$ cat config.mk
export PLATFORM = sky130hd
export DESIGN_NAME = tick_timer_ctrl_flat
export DESIGN_NICKNAME = d
export VERILOG_FILES = /design/src/rtl/tick_timer_pkg.sv /design/src/rtl/tick_timer_ctrl_if.sv /design/src/rtl/tick_prescaler.sv /design/src/rtl/tick_timer_ctrl.sv /design/src/flat_wrapper.sv
export SDC_FILE = /design/constraint.sdc
export NUM_CORES = 1
export LEC_CHECK = 0
export ABC_AREA = 1
export CORE_ASPECT_RATIO = 1.75
export CORE_UTILIZATION = 28
export CTS_CLUSTER_SIZE = 28
export DETAILED_ROUTE_END_ITERATION = 7
export PLACE_DENSITY = 0.49
export SETUP_SLACK_MARGIN = 0.4
export SLEW_MARGIN = 20
export SYNTH_ARGS = -nofsm -noshare
export SYNTH_HDL_FRONTEND = slang
export SYNTH_SLANG_ARGS = --single-unit
$ cat constraint.sdc
create_clock -name clk -period 1.8 [get_ports clk]
set_input_delay 0.54 -clock clk [delete_from_list [all_inputs] [get_ports clk]]
set_output_delay 0.54 -clock clk [all_outputs]
set_load 0.005 [all_outputs]
$ cat src/rtl/tick_timer_pkg.sv
// Shared definitions for the tick timer: FSM state encoding and parameter defaults.
package tick_timer_pkg;

    localparam int unsigned PRESCALE_M_DEF = 10;
    localparam int unsigned PRE_N_DEF      = 4;
    localparam int unsigned CNT_W_DEF      = 8;

    typedef enum logic [1:0] {
        StIdle = 2'd0,
        StRun  = 2'd1,
        StDone = 2'd2
    } state_t;

endpackage

$ cat src/rtl/tick_timer_ctrl_if.sv
// Control/status bundle between a requester and the tick timer controller.
interface tick_timer_ctrl_if
    import tick_timer_pkg::*;
#(
    parameter int unsigned CNT_W = CNT_W_DEF
);

    logic             start;
    logic             abort;
    logic [CNT_W-1:0] count_in;
    logic             busy;
    logic             done;
    logic [CNT_W-1:0] remaining;
    logic             unit_tick;

    modport master (
        output start,
        output abort,
        output count_in,
        input  busy,
        input  done,
        input  remaining,
        input  unit_tick
    );

    modport slave (
        input  start,
        input  abort,
        input  count_in,
        output busy,
        output done,
        output remaining,
        output unit_tick
    );

endinterface

$ cat src/rtl/tick_prescaler.sv
// Mod-PRESCALE_M counter with synchronous clear (priority over enable) and terminal-count flag.
module tick_prescaler
    import tick_timer_pkg::*;
#(
    parameter int unsigned PRESCALE_M = PRESCALE_M_DEF,
    parameter int unsigned PRE_N      = PRE_N_DEF
) (
    input  logic             clk,
    input  logic             rst,
    input  logic             i_clr,
    input  logic             i_en,
    output logic [PRE_N-1:0] o_count,
    output logic             o_max_tick
);

    localparam logic [PRE_N-1:0] MaxVal = PRE_N'(PRESCALE_M - 1);

    logic [PRE_N-1:0] r_count;

    always_ff @(posedge clk or posedge rst) begin
        if (rst) begin
            r_count <= '0;
        end else if (i_clr) begin
            r_count <= '0;
        end else if (i_en) begin
            r_count <= (r_count == MaxVal) ? '0 : r_count + 1'b1;
        end
    end

    assign o_count    = r_count;
    assign o_max_tick = (r_count == MaxVal);

endmodule

$ cat src/rtl/tick_timer_ctrl.sv
// Tick timer controller: runs for count_in prescaled units, with abort and a one-cycle done pulse.
module tick_timer_ctrl
    import tick_timer_pkg::*;
#(
    parameter int unsigned PRESCALE_M = PRESCALE_M_DEF,
    parameter int unsigned PRE_N      = PRE_N_DEF,
    parameter int unsigned CNT_W      = CNT_W_DEF
) (
    input  logic             clk,
    input  logic             reset,
    tick_timer_ctrl_if.slave bus
);

    state_t           r_state;
    logic [CNT_W-1:0] r_remaining;
    logic             r_busy;
    logic             r_done;

    logic [PRE_N-1:0] w_pre_count;
    logic             w_pre_max;
    logic             w_pre_clr;
    logic             w_pre_en;
    logic             w_unit_tick;

    // Clearing on abort keeps the prescaler at 0 in the IDLE cycle that follows.
    assign w_pre_en    = r_busy;
    assign w_pre_clr   = !r_busy || bus.abort;
    assign w_unit_tick = r_busy && w_pre_max;

    tick_prescaler #(
        .PRESCALE_M (PRESCALE_M),
        .PRE_N      (PRE_N)
    ) u_prescaler (
        .clk        (clk),
        .rst        (reset),
        .i_clr      (w_pre_clr),
        .i_en       (w_pre_en),
        .o_count    (w_pre_count),
        .o_max_tick (w_pre_max)
    );

    always_ff @(posedge clk or posedge reset) begin
        if (reset) begin
            r_state     <= StIdle;
            r_remaining <= '0;
            r_busy      <= 1'b0;
            r_done      <= 1'b0;
        end else begin
            r_done <= 1'b0;
            unique case (r_state)
                StIdle: begin
                    if (bus.start) begin
                        if (bus.count_in != '0) begin
                            r_remaining <= bus.count_in;
                            r_busy      <= 1'b1;
                            r_state     <= StRun;
                        end else begin
                            r_done  <= 1'b1;
                            r_state <= StDone;
                        end
                    end
                end
                StRun: begin
                    if (bus.abort) begin
                        r_remaining <= '0;
                        r_busy      <= 1'b0;
                        r_state     <= StIdle;
                    end else if (w_unit_tick) begin
                        if (r_remaining <= CNT_W'(1)) begin
                            r_remaining <= '0;
                            r_busy      <= 1'b0;
                            r_done      <= 1'b1;
                            r_state     <= StDone;
                        end else begin
                            r_remaining <= r_remaining - 1'b1;
                        end
                    end
                end
                StDone: begin
                    r_state <= StIdle;
                end
                default: begin
                    r_busy  <= 1'b0;
                    r_state <= StIdle;
                end
            endcase
        end
    end

    assign bus.busy      = r_busy;
    assign bus.done      = r_done;
    assign bus.remaining = r_remaining;
    assign bus.unit_tick = w_unit_tick;

endmodule

$ cat src/flat_wrapper.sv
// flat-port wrapper written by rule: the top's interface ports become plain ports
module tick_timer_ctrl_flat import tick_timer_pkg::*;
#(
    parameter int unsigned PRESCALE_M = PRESCALE_M_DEF,
    parameter int unsigned PRE_N      = PRE_N_DEF,
    parameter int unsigned CNT_W      = CNT_W_DEF
)
  (clk, reset, bus_start, bus_abort, bus_count_in, bus_busy, bus_done, bus_remaining, bus_unit_tick);
  tick_timer_ctrl_if #(.CNT_W(CNT_W)) bus_i ();
  input  logic clk;
  input  logic reset;
  input wire logic [$bits(bus_i.start)-1:0] bus_start;
  input wire logic [$bits(bus_i.abort)-1:0] bus_abort;
  input wire logic [$bits(bus_i.count_in)-1:0] bus_count_in;
  output wire logic [$bits(bus_i.busy)-1:0] bus_busy;
  output wire logic [$bits(bus_i.done)-1:0] bus_done;
  output wire logic [$bits(bus_i.remaining)-1:0] bus_remaining;
  output wire logic [$bits(bus_i.unit_tick)-1:0] bus_unit_tick;
  assign bus_i.start = bus_start;
  assign bus_i.abort = bus_abort;
  assign bus_i.count_in = bus_count_in;
  assign bus_busy = bus_i.busy;
  assign bus_done = bus_i.done;
  assign bus_remaining = bus_i.remaining;
  assign bus_unit_tick = bus_i.unit_tick;
  tick_timer_ctrl #(.PRESCALE_M(PRESCALE_M), .PRE_N(PRE_N), .CNT_W(CNT_W)) u_core (.clk(clk), .reset(reset), .bus(bus_i));
endmodule
==> metrics.log, run 1 <==
[metrics] Pwr Total: 2.978 mW
[metrics] outcome: finished clean
[metrics] fraction of final layout cells with drive strength greater than 1: 46.82%
[metrics] Port Buf Inserts: 22
[metrics] total wire length after detailed routing: 3232 um
[metrics] dominant cell type by area after synthesis: sky130_fd_sc_hd__dfrtp_1
[metrics] Post-DRT Antenna Nets: 0
[metrics] total via count in the routed design: 1194
[metrics] min Tclk post-route: 1.702 ns
[metrics] number of clock sinks seen by CTS: 16
[metrics] Reg2Reg Launch Point: u_core.bus.remaining[0]
[metrics] cell at the root of the clock tree: sky130_fd_sc_hd__clkbuf_8
[metrics] post-synthesis register bit count: 16
[metrics] HPWL after DPL: 2237 um
[metrics] cells taking the most area after synthesis: sky130_fd_sc_hd__dfrtp_1 (37%), sky130_fd_sc_hd__nand2_1 (20%), sky130_fd_sc_hd__nor2_1 (6.7%)
[metrics] most repeated library cell on the critical path: sky130_fd_sc_hd__inv_1
[metrics] fillers: 366
[metrics] data required time at the worst endpoint: 1.26 ns
[metrics] source of the worst hold timing path: u_core.u_prescaler.o_count[0]
[metrics] share of the synthesized area in the top cell type: 37.34%
[metrics] maximum vdd drop: 730.1 uV
[metrics] power per cell area: 1614 nW/um^2
[metrics] Final Slew Violations: 0
[metrics] register share of total power: 19.4%
[metrics] mean area per synthesized cell: 7.008 sq um
[metrics] number of CTS-inserted buffers: 3
[metrics] register area: 404.1 sq um
[metrics] clock slew at reported path FFs: 0.07 ns
[metrics] Critical Path AT: 1.16 ns
[metrics] unrepaired setup endpoints after global routing: yes
[metrics] clock group share of total power: 11.2%
[metrics] startpoint class of the critical path: flip-flop
[metrics] vias in the first global route: 1217
[metrics] routed length per instance: 12.15 um
[metrics] Starting Density: 29.55%
[metrics] Finished Cell Area: 1846 sq um
[metrics] static leakage power: 0.9466 nW
[metrics] source of the critical timing path: u_core.u_prescaler.o_count[1]
[metrics] most used standard cell by instance count after synthesis: sky130_fd_sc_hd__nand2_1
[metrics] initial antenna violation count: 0
[metrics] count of unique library cells instantiated by Yosys: 23
[metrics] total DRC errors in the routed layout: 0
[metrics] slowest stage cell on the critical path: sky130_fd_sc_hd__dfrtp_1
[metrics] worst-margin pin slew: 0.2163 ns
[metrics] net count reported at finish: 237
[metrics] final setup vio count: 0
[metrics] cell breakdown of the critical path: inv_1 > ha_2 > nand4_1 > inv_1 > buf_2
[metrics] vertical die dimension: 83.87 um
[metrics] antenna fix cells: 0
[metrics] Sw Pwr: 1.296 mW
[metrics] crit share post-route: 94.55%
[metrics] Worst Clk Skew: 0.003490 ns
[metrics] sum of negative setup slack: 0 ns
[metrics] highest clock frequency the design can meet: 0.5876 GHz
[metrics] max incr delay on CP: 0.38 ns
[metrics] hold_buf cts: 0
[metrics] Mapped Cells: 153
[metrics] Hold/Removal Path Class: flip-flop to flip-flop
[metrics] Max-Cap Viols: 0
[metrics] first-pass GRT wire length: 5299 um
[metrics] headroom to the max-slew limit: 85.53%
[metrics] number of levels in the clock H-tree: 1
[metrics] Yosys warnings: 0
[metrics] start-to-end type of the worst setup path: flip-flop to output pin
[metrics] placement row count: 29
[metrics] syn nets: 169
[metrics] asr flop ratio synth: 100.0%
[metrics] synth cell count leaders: sky130_fd_sc_hd__nand2_1 (57), sky130_fd_sc_hd__nor2_1 (19), sky130_fd_sc_hd__dfrtp_1 (16)
[metrics] overall die area: 4091 sq um
[metrics] per-cell via count in the routed design: 4.489
[metrics] TritonCTS clock tree: yes
[metrics] drt pass-1 iters: 4
[metrics] Die Span X: 48.78 um
[metrics] Final Wtd Congestion: 0.9406
[metrics] number of failing hold endpoints at the final stage: 0
[metrics] maximum number of pins on one net before global-route repair: 17
[metrics] Remaining Overflow, GRT: 0
[metrics] area of the mapped netlist: 1072 sq um
[metrics] Max Root-Sink Buffers: 2
[metrics] capturing element type of the critical path: output pin
[metrics] portion of the post-synthesis area used by sequential elements: 37.34%
[metrics] cell-internal power: 1.682 mW
[metrics] floorplan core area: 3628 sq um
[metrics] dpl cell area: 1473 sq um
[metrics] First DRT Iteration DRCs: 20
[metrics] area of the multi-input gates: 728.2 sq um
[metrics] global routing usage summed across all routing layers: 17.09%
[metrics] Ports: 23
[metrics] worst-path fanout max: 2
[metrics] clock network latency to the later pin of the worst-skew pair: 0.25 ns
[metrics] number of flops mapped to enable cells by yosys: 0
[metrics] Gate power share: 69.4%
[metrics] dominant synthesized flop cell: sky130_fd_sc_hd__dfrtp_1
[metrics] synth-to-layout area growth: 72.11%
[metrics] net switching fraction of the power: 43.53%
worst max-delay path, delay by kind of cell (launching register included):
kind / cells / cell delay, ns
buffers and inverters: 3 / 0.26
DFF: 1 / 0.38
adders and majority gates: 1 / 0.17
and+or+nand+nor: 1 / 0.10
cell families after synthesis:
family          after synthesis  share of synthesized area (%)
compound gates               13                          6.535
xor+xnor                      2                          1.634
fa+ha+maj                     4                          4.668
buf+inv                      19                          6.884
flops                        16                          37.34
simple gates                 99                          42.94
timing repair:
action	in CTS	in global routing
setup buffers	23	2
gates resized for setup	86	24
pin swaps	19	16
setup endpoints to repair	23	17
endpoints found under the hold margin	0	0
metrics by stage:
stage | hold slack, ns | util (%) | setup WS, ns | instances
2_1_floorplan | 0.4537 | - | 0.4012 | 153
3_3_place_gp | 0.5264 | 40.59 | -0.2537 | 237
3_5_place_dp | 0.5341 | 40.59 | -0.2714 | 237
4_1_cts | 0.5440 | 48.66 | 0.09257 | 264
5_1_grt | 0.5586 | 50.86 | 0.04381 | 266
6_report | 0.5456 | 50.86 | 0.09810 | 266
layout make-up:
type	count	area share [%]
clock buffers	4	2.983
flip-flops and latches	16	21.90
inverters	19	4.407
well taps	46	3.119
multi-input cells	118	39.46
repair buffers	63	28.14
worst paths after layout:
| check | end | slack [ns] | cells after the start |
|---|---|---|---|
| hold reg to reg | u_core.u_prescaler.o_count[0] | 0.55 | 2 |
| min in group asynchronous | u_core.u_prescaler.o_count[2] | 0.59 | 3 |
| setup reg to reg | u_core.bus.busy | 0.21 | 13 |
| hold / removal | u_core.u_prescaler.o_count[0] | 0.55 | 2 |
| max in group asynchronous | u_core.bus.remaining[6] | 1.01 | 3 |
| setup / recovery | bus_unit_tick | 0.1 | 5 |
power by group through the flow:
| stage | clock, mW | combinational [mW] | sequential (mW) |
|---|---|---|---|
| 2_1_floorplan | 0 | 0.815 | 0.625 |
| 3_3_place_gp | 0 | 1.32 | 0.637 |
| 3_5_place_dp | 0 | 1.31 | 0.635 |
| 4_1_cts | 0.339 | 1.87 | 0.576 |
| 5_1_grt | 0.348 | 2.27 | 0.592 |
| 6_report | 0.333 | 2.07 | 0.579 |
layout by cell type, fill, tap and decap left out, types with 2 or more instances in the layout:
master | netlist | final
sky130_fd_sc_hd__clkbuf_2 | 0 | 2
sky130_fd_sc_hd__nand3_1 | 10 | 5
sky130_fd_sc_hd__nand3_2 | 0 | 5
sky130_fd_sc_hd__nand2_4 | 1 | 3
sky130_fd_sc_hd__nor2_2 | 2 | 3
sky130_fd_sc_hd__clkbuf_8 | 0 | 4
sky130_fd_sc_hd__dlygate4sd2_1 | 0 | 8
sky130_fd_sc_hd__nand4_1 | 2 | 2
sky130_fd_sc_hd__inv_2 | 4 | 4
sky130_fd_sc_hd__nor2_1 | 19 | 16
sky130_fd_sc_hd__o21ai_1 | 2 | 4
sky130_fd_sc_hd__buf_4 | 0 | 29
sky130_fd_sc_hd__inv_1 | 14 | 12
sky130_fd_sc_hd__nor2_4 | 2 | 4
sky130_fd_sc_hd__o21ai_2 | 0 | 5
sky130_fd_sc_hd__buf_6 | 0 | 13
sky130_fd_sc_hd__dfrtp_1 | 16 | 13
sky130_fd_sc_hd__nand2_2 | 2 | 11
sky130_fd_sc_hd__nand2_1 | 57 | 46
sky130_fd_sc_hd__buf_2 | 0 | 7
sky130_fd_sc_hd__dfrtp_2 | 0 | 3
sky130_fd_sc_hd__ha_4 | 0 | 2
sky130_fd_sc_hd__clkdlybuf4s50_1 | 0 | 2
sky130_fd_sc_hd__inv_4 | 1 | 2
sky130_fd_sc_hd__xnor2_1 | 2 | 2
sky130_fd_sc_hd__clkdlybuf4s15_1 | 0 | 2
routing by layer:
metal  GRT usage (%)  vias to the layer above  wire [um]
met5               0                        -          0
met4           8.289                        0         84
met3           1.639                        7         50
met2           33.33                       17       1903
met1           17.25                      563       1194
li1                -                      607          -
registers in the layout (all words and copies together), names as in the netlist:
signal,cells
u_core.bus.done,1
u_core.bus.busy,1
u_core.bus.remaining,8
u_core.u_prescaler.o_count,4
u_core.r_state,2
(Power assumes the default switching activity.)
==> run 2: changes to the inputs <==
--- a/config.mk
+++ b/config.mk
@@ -7,6 +7,7 @@
 export LEC_CHECK = 0
 export ABC_AREA = 1
 export CORE_ASPECT_RATIO = 1.75
+export CORE_MARGIN = 5
 export CORE_UTILIZATION = 28
 export CTS_CLUSTER_SIZE = 28
 export DETAILED_ROUTE_END_ITERATION = 7
==> metrics.log, run 2 (synthesis gave the netlist of run 1 again) <==
[metrics] fraction of final layout cells with drive strength greater than 1: 48.64%
[metrics] commonest cells after routing, fill and taps aside: sky130_fd_sc_hd__nand2_1 (37), sky130_fd_sc_hd__buf_4 (36), sky130_fd_sc_hd__nor2_1 (18), sky130_fd_sc_hd__nand2_2 (15), sky130_fd_sc_hd__dfrtp_1 (13)
[metrics] total wire length after detailed routing: 3677 um
[metrics] total DRC errors in the routed layout: 0
[metrics] Hold/Removal Path Class: flip-flop to flip-flop
[metrics] source of the critical timing path: u_core.u_prescaler.o_count[1]
[metrics] per-cell via count in the routed design: 4.699
[metrics] crit share post-route: 94.23%
[metrics] worst-margin pin slew: 0.2343 ns
[metrics] placement row count: 29
[metrics] final setup vio count: 0
[metrics] Worst Hold Slack: 0.5785 ns
[metrics] HPWL after DPL: 2555 um
[metrics] Reg2Reg Launch Point: u_core.u_prescaler.o_count[0]
[metrics] Remaining Overflow, GRT: 0
[metrics] number of cells traversed by the worst hold path: 2
[metrics] Critical Path AT: 1.16 ns
[metrics] clock group share of total power: 11.8%
[metrics] fillers: 379
[metrics] Port Buf Inserts: 22
[metrics] Die Span X: 56.78 um
[metrics] Worst Hold Endpoint: u_core.u_prescaler.o_count[1]
[metrics] static leakage power: 0.9737 nW
[metrics] global routing usage summed across all routing layers: 15.00%
[metrics] worst-path fanout max: 2
[metrics] cell at the root of the clock tree: sky130_fd_sc_hd__clkbuf_8
[metrics] Post-DRT Antenna Nets: 0
[metrics] hold_buf cts: 0
[metrics] outcome: finished clean
[metrics] number of failing hold endpoints at the final stage: 0
[metrics] net switching fraction of the power: 46.43%
[metrics] synth-to-layout area growth: 74.33%
[metrics] clock network latency to the later pin of the worst-skew pair: 0.26 ns
[metrics] antenna fix cells: 0
[metrics] capturing element type of the critical path: output pin
[metrics] vias in the first global route: 1344
[metrics] total via count in the routed design: 1250
[metrics] register share of total power: 19.7%
[metrics] initial antenna violation count: 0
[metrics] Max-Cap Viols: 0
[metrics] Sw Pwr: 1.358 mW
[metrics] leading cell type in the layout, fill and taps excluded: sky130_fd_sc_hd__nand2_1
[metrics] overall die area: 5216 sq um
[metrics] Final Slew Violations: 0
[metrics] startpoint class of the critical path: flip-flop
[metrics] cell-internal power: 1.567 mW
[metrics] number of levels in the clock H-tree: 1
[metrics] unrepaired setup endpoints after global routing: yes
[metrics] floorplan core area: 3665 sq um
[metrics] source of the worst hold timing path: u_core.u_prescaler.o_count[0]
[metrics] Max Root-Sink Buffers: 2
[metrics] min Tclk post-route: 1.696 ns
[metrics] sum of negative setup slack: 0 ns
[metrics] number of clock sinks seen by CTS: 16
[metrics] number of CTS-inserted buffers: 3
[metrics] power per cell area: 1565 nW/um^2
[metrics] first-pass GRT wire length: 6009 um
[metrics] First DRT Iteration DRCs: 21
[metrics] drt pass-1 iters: 4
[metrics] Finished Cell Area: 1869 sq um
[metrics] Worst Clk Skew: 0.001921 ns
[metrics] clock slew at reported path FFs: 0.07 ns
[metrics] Final Wtd Congestion: 0.8701
[metrics] flip-flop count of the largest register, all copies and words added: 8
[metrics] routed length per instance: 13.82 um
[metrics] TritonCTS clock tree: yes
[metrics] setup slack of the most critical reg-to-reg path: 0.12 ns
[metrics] dpl cell area: 1450 sq um
[metrics] net count reported at finish: 237
[metrics] start-to-end type of the worst setup path: flip-flop to output pin
[metrics] number of cells on the worst reg-to-reg path: 11
[metrics] maximum number of pins on one net before global-route repair: 17
[metrics] highest clock frequency the design can meet: 0.5896 GHz
[metrics] Gate power share: 68.5%
[metrics] capture point of the worst reg-to-reg path: u_core.bus.done
[metrics] maximum vdd drop: 825.6 uV
[metrics] Ports: 23
[metrics] headroom to the max-slew limit: 84.27%
[metrics] data required time at the worst endpoint: 1.26 ns
[metrics] Starting Density: 29.26%
[metrics] vertical die dimension: 91.87 um
-- run 2: cell types whose count changed in the layout (fill, tap and decap cells not counted), sizes merged --
cell | before | now
clkinv | 0 | 1
clkdlybuf4s15 | 2 | 1
clkbuf | 6 | 8
inv | 19 | 18
buf | 49 | 47
dlygate4sd2 | 8 | 9
-- run 2: how the worst max path moves through the flow --
stage | to | cells past startpoint
CTS | bus_unit_tick | 5
global route | bus_unit_tick | 5
detailed placement | u_core.bus.remaining[4] | 9
floorplan | u_core.bus.busy | 11
finish | bus_unit_tick | 5
global placement | u_core.bus.remaining[4] | 9
-- run 2: power by group through the flow --
stage                     logic, mW  clock network [mW]  registers, mW
after floorplan               0.815                   0          0.625
after global placement         1.33                   0          0.638
after detailed placement       1.33                   0          0.638
after CTS                      1.79               0.343          0.572
after global routing           2.21               0.360          0.590
final                          2.00               0.345          0.577
-- run 2: metrics by stage --
step | total power [mW] | setup WS (ns) | cells | utilization, %
final | 2.926 | 0.1039 | 266 | 51.01
after global routing | 3.159 | 0.01958 | 266 | 51.01
after CTS | 2.706 | 0.09747 | 261 | 47.93
after detailed placement | 1.969 | -0.2415 | 234 | 39.57
after global placement | 1.970 | -0.2218 | 234 | 39.57
after floorplan | 1.439 | 0.4012 | 153 | -
-- run 2: critical path: stages, from the launching register on --
cell and delay (ns):
sky130_fd_sc_hd__dfrtp_1 0.39, sky130_fd_sc_hd__inv_2 0.07, sky130_fd_sc_hd__ha_4 0.13, sky130_fd_sc_hd__nand4_1 0.10, sky130_fd_sc_hd__inv_1 0.09, sky130_fd_sc_hd__buf_2 0.11
-- run 2: cell type report --
type	count	area [sq um]	area share, %
Sequential cell	16	404.1	21.62
Inverter	19	91.34	4.886
Timing Repair Buffer	63	498.0	26.64
Clock buffer	4	55.05	2.945
Tap cell	46	57.56	3.079
Multi-Input combinational cell	118	763.2	40.83
-- run 2: repair_timing --
item | 4_1_cts | 5_1_grt
endpoints found under the setup margin | 23 | 20
pin swaps | 16 | 10
gates resized for setup | 85 | 29
buffers inserted | 23 | 5
-- run 2: layer usage --
layer	up-vias	global-route usage [%]	share of wire [%]
li1	611	-	-
met1	583	13.21	33
met2	39	30.41	58
met3	17	1.685	2.8
met4	0	9.284	5.7
met5	-	0	0
==> run 3: changes to the inputs <==
--- a/config.mk
+++ b/config.mk
@@ -17,3 +17,4 @@
 export SYNTH_ARGS = -nofsm -noshare
 export SYNTH_HDL_FRONTEND = slang
 export SYNTH_SLANG_ARGS = --single-unit
+export TNS_END_PERCENT = 5
==> metrics.log, run 3 (synthesis gave the netlist of run 1 again) <==
[metrics] cell at the root of the clock tree: sky130_fd_sc_hd__clkbuf_8
[metrics] power per cell area: 1483 nW/um^2
[metrics] routed length per instance: 13.55 um
[metrics] placement row count: 29
[metrics] number of cells traversed by the worst hold path: 2
[metrics] # placed instances: 234
[metrics] Hold/Removal Path Class: flip-flop to flip-flop
[metrics] net count reported at finish: 231
[metrics] number of levels in the clock H-tree: 1
[metrics] worst-path fanout max: 2
[metrics] min Tclk post-route: 1.702 ns
[metrics] maximum number of pins on one net before global-route repair: 17
[metrics] Critical Path AT: 1.16 ns
[metrics] total wire length after detailed routing: 3524 um
[metrics] fraction of final layout cells with drive strength greater than 1: 43.46%
[metrics] leading cell type in the layout, fill and taps excluded: sky130_fd_sc_hd__nand2_1
[metrics] Worst Hold Slack: 0.5784 ns
[metrics] Starting Density: 29.26%
[metrics] number of clock sinks seen by CTS: 16
[metrics] clock group share of total power: 12.2%
[metrics] clock slew at reported path FFs: 0.07 ns
[metrics] overall die area: 5216 sq um
[metrics] Post-DRT Antenna Nets: 0
[metrics] static leakage power: 1.096 nW
[metrics] startpoint class of the critical path: flip-flop
[metrics] HPWL after DPL: 2555 um
[metrics] clock network latency to the later pin of the worst-skew pair: 0.26 ns
[metrics] first-pass GRT wire length: 5837 um
[metrics] register share of total power: 20.8%
[metrics] number of cells on the worst reg-to-reg path: 11
[metrics] Port Buf Inserts: 22
[metrics] maximum vdd drop: 854.9 uV
[metrics] Max-Cap Viols: 0
[metrics] drt pass-1 iters: 4
[metrics] Worst Clk Skew: 0.001885 ns
[metrics] number of failing hold endpoints at the final stage: 0
[metrics] total DRC errors in the routed layout: 0
[metrics] commonest cells after routing, fill and taps aside: sky130_fd_sc_hd__nand2_1 (42), sky130_fd_sc_hd__buf_4 (32), sky130_fd_sc_hd__nor2_1 (17), sky130_fd_sc_hd__dlymetal6s2s_1 (17), sky130_fd_sc_hd__nand2_2 (14)
[metrics] synth-to-layout area growth: 75.61%
[metrics] final setup vio count: 0
[metrics] global routing usage summed across all routing layers: 14.45%
[metrics] initial antenna violation count: 0
[metrics] cell-internal power: 1.517 mW
[metrics] Final Slew Violations: 0
[metrics] highest clock frequency the design can meet: 0.5877 GHz
[metrics] worst-margin pin slew: 0.2409 ns
[metrics] capturing element type of the critical path: output pin
[metrics] floorplan core area: 3665 sq um
[metrics] Gate power share: 67.0%
[metrics] headroom to the max-slew limit: 83.91%
[metrics] vertical die dimension: 91.87 um
[metrics] flip-flop count of the largest register, all copies and words added: 8
[metrics] Sw Pwr: 1.276 mW
[metrics] Ports: 23
[metrics] total via count in the routed design: 1215
[metrics] TritonCTS clock tree: yes
[metrics] Max Root-Sink Buffers: 2
[metrics] number of CTS-inserted buffers: 3
[metrics] outcome: finished clean
[metrics] data required time at the worst endpoint: 1.26 ns
[metrics] Die Span X: 56.78 um
[metrics] unrepaired setup endpoints after global routing: yes
[metrics] antenna fix cells: 0
[metrics] net switching fraction of the power: 45.69%
[metrics] crit share post-route: 94.53%
[metrics] Final Wtd Congestion: 0.8701
[metrics] Remaining Overflow, GRT: 0
[metrics] start-to-end type of the worst setup path: flip-flop to output pin
[metrics] hold_buf cts: 0
[metrics] vias in the first global route: 1299
[metrics] final instance count without filler cells: 260
[metrics] First DRT Iteration DRCs: 21
[metrics] per-cell via count in the routed design: 4.673
==> run 3: cell count changes in the layout (fill, tap and decap cells not counted), sizes merged <==
cell,before,now
buf,47,37
clkbuf,8,5
clkdlybuf4s15,1,0
dlygate4sd2,9,0
dlymetal6s2s,0,17
==> run 3: per-stage QoR <==
step                utilization [%]  setup WS, ns  instance area [sq um]   TNS (ns)  total power [mW]
finish                        51.38       0.09841                   1883          0             2.793
global route                  51.38     -0.004473                   1883  -0.004473             3.046
CTS                           44.79       0.09747                   1642          0             2.480
detailed placement            39.57       -0.2415                   1450     -2.147             1.969
global placement              39.57       -0.2218                   1450     -1.981             1.970
floorplan                         -        0.4012                   1075          0             1.439
==> run 3: power groups by stage <==
stage	registers, mW	clock network, mW	logic (mW)
6_report	0.581	0.340	1.87
5_1_grt	0.594	0.359	2.09
4_1_cts	0.578	0.343	1.56
3_5_place_dp	0.638	0	1.33
3_3_place_gp	0.638	0	1.33
2_1_floorplan	0.625	0	0.815
==> run 3: cell type report <==
cell class | count | area, sq um
Multi-Input combinational cell | 118 | 747.0
Sequential cell | 16 | 404.1
Inverter | 19 | 91.34
Timing Repair Buffer | 57 | 528.0
Fill cell | 371 | 1782
Tap cell | 46 | 57.56
Clock buffer | 4 | 55.05
==> run 3: path summary, 6_finish.rpt <==
path | slack, ns | start | to
min reg2reg | 0.58 | u_core.u_prescaler.o_count[0] | u_core.u_prescaler.o_count[1]
min | 0.58 | u_core.u_prescaler.o_count[0] | u_core.u_prescaler.o_count[1]
min in group asynchronous | 0.59 | reset | u_core.bus.remaining[4]
max reg2reg | 0.13 | u_core.u_prescaler.o_count[0] | u_core.bus.done
max | 0.1 | u_core.u_prescaler.o_count[1] | bus_unit_tick
max in group asynchronous | 1.00 | reset | u_core.bus.remaining[2]
==> run 3: timing repair <==
| item | in CTS | in global routing |
|---|---|---|
| endpoints found under the setup margin | 23 | 23 |
| resized for setup | 13 | 72 |
| pin swaps | 1 | 28 |
| setup buffers | 17 | 5 |
==> run 3: worst max-delay path: stages, from the launching register on <==
cell	delay (ns)
sky130_fd_sc_hd__dfrtp_1	0.39
sky130_fd_sc_hd__inv_2	0.07
sky130_fd_sc_hd__ha_4	0.13
sky130_fd_sc_hd__nand4_1	0.10
sky130_fd_sc_hd__inv_1	0.09
sky130_fd_sc_hd__buf_2	0.11
==> run 3: per-layer routing <==
layer  GRT usage (%)  up-vias  wire, um
li1                -      597         -
met5               0        -         0
met4           10.06        0       145
met1           12.94      575      1115
met3           2.388       11       146
met2           27.99       32      2117
